`src/rtl/or16_arbiter.sv`:
```
// Round-robin front end sharing one combinational Or16 between NREQ requesters.
// Optional per-requester grant counters are enabled by defining OR16_ARB_STATS_EN.
module or16_arbiter #(
  parameter int unsigned WIDTH = 16,
  parameter int unsigned NREQ  = 2,
  localparam int unsigned IDW  = $clog2(NREQ)
) (
  input  logic                  CLK,
  input  logic                  RST,
  input  logic [NREQ-1:0]       REQ_VALID,
  output logic [NREQ-1:0]       REQ_READY,
  input  logic [NREQ*WIDTH-1:0] REQ_A,
  input  logic [NREQ*WIDTH-1:0] REQ_B,
  output logic [WIDTH-1:0]      OR_A,
  output logic [WIDTH-1:0]      OR_B,
  input  logic [WIDTH-1:0]      OR_OUT,
  output logic                  RSP_VALID,
  output logic [IDW-1:0]        RSP_ID,
  output logic [WIDTH-1:0]      RSP_DATA,
`ifdef OR16_ARB_STATS_EN
  output logic [NREQ*16-1:0]    GRANT_CNT,
`endif
  input  logic                  RSP_READY
);

  typedef enum logic [1:0] {StIdle, StExec, StResp} state_e;

  state_e           state_q;
  logic [IDW-1:0]   rr_ptr_q;
  logic [WIDTH-1:0] or_a_q, or_b_q, rsp_data_q;
  logic [IDW-1:0]   rsp_id_q;
  logic             rsp_valid_q;

  logic             hi_found, lo_found, gnt_any;
  logic [IDW-1:0]   hi_idx, lo_idx, gnt_idx;
  logic [NREQ-1:0]  gnt_oh;
  logic [WIDTH-1:0] sel_a, sel_b;

  // Search above rr_ptr first, then wrap to the indices at or below it.
  always_comb begin
    hi_found = 1'b0;
    lo_found = 1'b0;
    hi_idx   = '0;
    lo_idx   = '0;
    for (int i = 0; i < NREQ; i++) begin
      if (REQ_VALID[i]) begin
        if (IDW'(i) > rr_ptr_q) begin
          if (!hi_found) begin
            hi_found = 1'b1;
            hi_idx   = IDW'(i);
          end
        end else if (!lo_found) begin
          lo_found = 1'b1;
          lo_idx   = IDW'(i);
        end
      end
    end
    gnt_any = hi_found | lo_found;
    gnt_idx = hi_found ? hi_idx : lo_idx;
    gnt_oh  = '0;
    sel_a   = '0;
    sel_b   = '0;
    for (int i = 0; i < NREQ; i++) begin
      if ((state_q == StIdle) && gnt_any && (IDW'(i) == gnt_idx)) begin
        gnt_oh[i] = 1'b1;
        sel_a     = REQ_A[i*WIDTH +: WIDTH];
        sel_b     = REQ_B[i*WIDTH +: WIDTH];
      end
    end
  end

  assign REQ_READY = gnt_oh;

  always_ff @(posedge CLK) begin
    if (RST) begin
      state_q     <= StIdle;
      rr_ptr_q    <= IDW'(NREQ - 1);
      or_a_q      <= '0;
      or_b_q      <= '0;
      rsp_data_q  <= '0;
      rsp_id_q    <= '0;
      rsp_valid_q <= 1'b0;
    end else begin
      unique case (state_q)
        StIdle: begin
          if (gnt_any) begin
            or_a_q   <= sel_a;
            or_b_q   <= sel_b;
            rsp_id_q <= gnt_idx;
            rr_ptr_q <= gnt_idx;
            state_q  <= StExec;
          end
        end
        StExec: begin
          rsp_data_q  <= OR_OUT;
          rsp_valid_q <= 1'b1;
          state_q     <= StResp;
        end
        StResp: begin
          if (RSP_READY) begin
            rsp_valid_q <= 1'b0;
            state_q     <= StIdle;
          end
        end
        default: state_q <= StIdle;
      endcase
    end
  end

  assign OR_A      = or_a_q;
  assign OR_B      = or_b_q;
  assign RSP_DATA  = rsp_data_q;
  assign RSP_ID    = rsp_id_q;
  assign RSP_VALID = rsp_valid_q;

`ifdef OR16_ARB_STATS_EN
  logic [15:0] cnt_q [NREQ];

  always_ff @(posedge CLK) begin
    if (RST) begin
      for (int i = 0; i < NREQ; i++) cnt_q[i] <= '0;
    end else begin
      for (int i = 0; i < NREQ; i++) begin
        if (gnt_oh[i] && REQ_VALID[i] && (cnt_q[i] != 16'hFFFF)) begin
          cnt_q[i] <= cnt_q[i] + 16'd1;
        end
      end
    end
  end

  always_comb begin
    GRANT_CNT = '0;
    for (int i = 0; i < NREQ; i++) GRANT_CNT[i*16 +: 16] = cnt_q[i];
  end
`endif

endmodule
```
`config.mk`:
```
export PLATFORM = sky130hd
export DESIGN_NAME = or16_arbiter
export DESIGN_NICKNAME = d
export VERILOG_FILES = /design/src/rtl/or16_arbiter.sv
export SDC_FILE = /design/constraint.sdc
export NUM_CORES = 1
export LEC_CHECK = 0
export ABC_CLOCK_PERIOD_IN_PS = 1600
export BUFFER_PORTS_ARGS = -buffer_cell sky130_fd_sc_hd__buf_4
export CORE_MARGIN = 1
export CORE_UTILIZATION = 43
export CTS_CLUSTER_DIAMETER = 60
export CTS_CLUSTER_SIZE = 40
export DETAILED_ROUTE_END_ITERATION = 10
export PLACE_DENSITY_LB_ADDON = 0.3
export SLEW_MARGIN = 20
export SYNTH_ARGS = -nofsm -noshare
export SYNTH_HDL_FRONTEND = slang
export SYNTH_SLANG_ARGS = --single-unit
```
`constraint.sdc`:
```
create_clock -name CLK -period 1.6 [get_ports CLK]
set_input_delay 0.24 -clock CLK [delete_from_list [all_inputs] [get_ports CLK]]
set_output_delay 0.24 -clock CLK [all_outputs]
set_load 0.01 [all_outputs]
```
==> results.py <==
metrics = {
    "placed_design": {
        "placedCellCount": 464,
        "dpl_cell_area_mm2": 0.003281,
        "portBuffers": 136,
        "gp_congestion": 0.7540,
        "hpwl_um": 4619,
    },
    "drt": {
        "wl_per_cell_um": 14.19,
        "first_iter_violations": 154,
        "post-route-drc-count": 0,
        "drt_pass1_iterations": 5,
        "routed-via-count": 2498,
        "wl_um": 6700,
        "postRouteAntennaNets": 0,
        "routed_via_density": 5.292,
    },
    "timing": {
        "setup_tns_ns": 0,
        "finalCritPeriodShare_pct": 91.25,
        "hold_viol": 0,
        "min_period_ns": 1.460,
        "finalMaxSlewViolations": 0,
        "rsz0062_at_grt": "no",
        "setup_violations": 0,
        "relSlewSlack_pct": 63.09,
        "worst_slew_pin_slew_ns": 0.5537,
        "max_freq_ghz": 0.6849,
        "clock_skew_ns": 0.006791,
    },
    "clock_network": {
        "cts_tree": "yes",
        "cts-hold-fix-buffers": 0,
        "htree_levels": 2,
        "clock_sinks": 53,
        "clock_latency_ns": 0.30,
        "clk_path_buf_depth": 2,
        "cts-root-buf": "clkbuf_8",
        "cts_buffers": 5,
        "path_clk_slew_ns": 0.08,
    },
    "critical_path": {
        "cp-end-kind": "output port",
        "r2r_setup_slack_ns": 0.15,
        "cp.arrival_ns": 1.22,
        "criticalPathCategory": "reg2out",
        "worstPathMaxFanout": 7,
        "required_ns": 1.36,
        "crit_path_start_kind": "flop",
    },
    "floorplanning": {
        "start_util_pct": 45.99,
        "die_x_um": 74.01,
        "dieArea_mm2": 0.005477,
        "core_mm2": 0.004848,
        "die_y_um": 74.01,
        "pin_count": 137,
        "num_rows": 25,
    },
    "global_routing": {
        "grt_max_degree": 54,
        "grt_overflow": 0,
        "grt_pass1_vias": 2338,
        "grt_use_total_pct": 24.30,
        "grt_pass1_wl_um": 10360,
        "grt_antenna_before_repair": 0,
    },
    "final_layout": {
        "areaGrowthSynthToFinish_pct": 51.35,
        "fin_nets": 491,
        "finalInstanceArea_mm2": 0.003374,
        "ff_latch_area_mm2": 0.001061,
        "fillCellCount": 437,
        "stdcell_count": 472,
        "drive_above_1_share_pct": 39.51,
        "diodes": 0,
        "multi_input_area_mm2": 0.001021,
    },
    "logic_synthesis": {
        "synthMostInstantiatedCell": "nand3_1",
        "synth_area_per_cell_um2": 7.963,
        "synth_top_area_cell": "dfxtp_1",
        "yosysSeqAreaShare_pct": 47.59,
        "syn_area_mm2": 0.002230,
        "ys_seq_elements": 53,
        "synth_cell_types": 23,
        "synth_xor_area_share_pct": 0,
        "synth_compound_area_share_pct": 21.38,
        "synth.area.mux_share_pct": 0,
        "synth_edf_count": 0,
        "synth-simple-area-share_pct": 23.79,
        "synth_nets": 365,
        "synthTopCellsByArea": "dfxtp_1 48%, nand3_1 14%, a31oi_1 9.0%",
        "synth_commonest_cells": "64 x nand3_1, 53 x dfxtp_1, 33 x nand2_1, 33 x o21ai_0, 32 x a31oi_1",
        "synthArstFlopShare_pct": 0,
        "synthAdderAreaFrac_pct": 0,
        "synth_cells": 280,
        "synth_top_family_by_area": "simple AND/OR/NAND/NOR gates",
        "synth_top_flop_cell": "dfxtp_1",
        "yosysWarningCount": 0,
        "synth_top_area_share_pct": 47.59,
    },
    "min_path": {
        "hold_class": "in2reg",
    },
    "power": {
        "p_per_area_mw_per_mm2": 894.8,
        "peakVddDrop_mv": 0.5359,
        "leakage_nw": 1.455,
    },
    "job": {
        "drv_cap": 0,
    },
    "outcome": {
        "status": "completed",
    },
}
## critical path, cell delays in order (launching register included)
cell and delay (ns):
dfxtp_1 0.51, nor2_4 0.09, nand2_1 0.13, inv_1 0.06
buf_4 0.14
## metrics by stage
| step | worst slack [ns] | hold WS, ns | util (%) | total power [W] |
|---|---|---|---|---|
| 2_1_floorplan | 0.3966 | 0.3760 | - | 0.001929 |
| 3_3_place_gp | 0.2448 | 0.4430 | 67.66 | 0.002339 |
| 5_1_grt | 0.01989 | 0.1795 | 69.60 | 0.003178 |
| 3_5_place_dp | 0.1837 | 0.4472 | 67.66 | 0.002353 |
| 6_report | 0.1399 | 0.1842 | 69.60 | 0.003020 |
| 4_1_cts | 0.08952 | 0.1747 | 69.29 | 0.003038 |
## what timing repair did
action,CTS,global route
setup endpoints to repair,1,1
pin swaps,0,1
gates resized for setup,1,0
endpoints found under the hold margin,0,0
setup buffers,0,2
## cell families (layout without fill, tap and decap cells)
kind of cell           Yosys count  in the layout
flip-flops                      53             53
buffers and inverters           31            156
AND/OR/NAND/NOR                110            110
AO/OA/AOI/OAI                   86             86
## metal layers
layer	global-route usage [%]	routed length (um)	vias to the layer above
li1	-	-	1250
met4	5.556	65	0
met2	42.22	3197	122
met5	0	0	-
met1	29.47	2805	1120
met3	7.453	632	6
## area by class of cell
class	instances	share of cell area (%)
Multi-Input combinational cell	196	30.26
Clock inverter	1	0.1483
Tap cell	67	2.484
Sequential cell	53	31.44
Clock buffer	5	2.039
Inverter	1	0.1112
Timing Repair Buffer	149	33.52
## flip-flops by register name, indices dropped and copies added (netlist names)
register and flops:
OR_B 16, RSP_DATA 16, OR_A 16, RSP_VALID 1, rr_ptr_q 1, RSP_ID 1, state_q 2
## layout by cell type, fill, tap and decap left out, types with 2 or more instances in the layout
master	n
buf_4	148
nand3_1	64
dfxtp_1	53
nand2_1	33
o21ai_0	33
a31oi_1	32
a21oi_1	18
clkbuf_8	5
nand2b_1	2
o21ai_1	2
nand3b_1	2
## power by group
| group | switching (W) | internal, W | total [W] |
|---|---|---|---|
| logic | 0.000407 | 0.000424 | 0.000831 |
| clock network | 0.000397 | 0.000289 | 0.000686 |
| registers | 0.0000686 | 0.00143 | 0.00150 |
## final timing paths
kind                       startpoint                       end  depth (start not counted)
max           state_q[0]$_SDFFE_PP0P_              REQ_READY[1]                          4
min                         OR_OUT[9]  RSP_DATA[9]$_SDFFE_PP0P_                          3
max reg2reg   state_q[0]$_SDFFE_PP0P_     OR_A[11]$_SDFFE_PP0P_                          4
min reg2reg  RSP_DATA[9]$_SDFFE_PP0P_  RSP_DATA[9]$_SDFFE_PP0P_                          2
(Power assumes the default switching activity.)
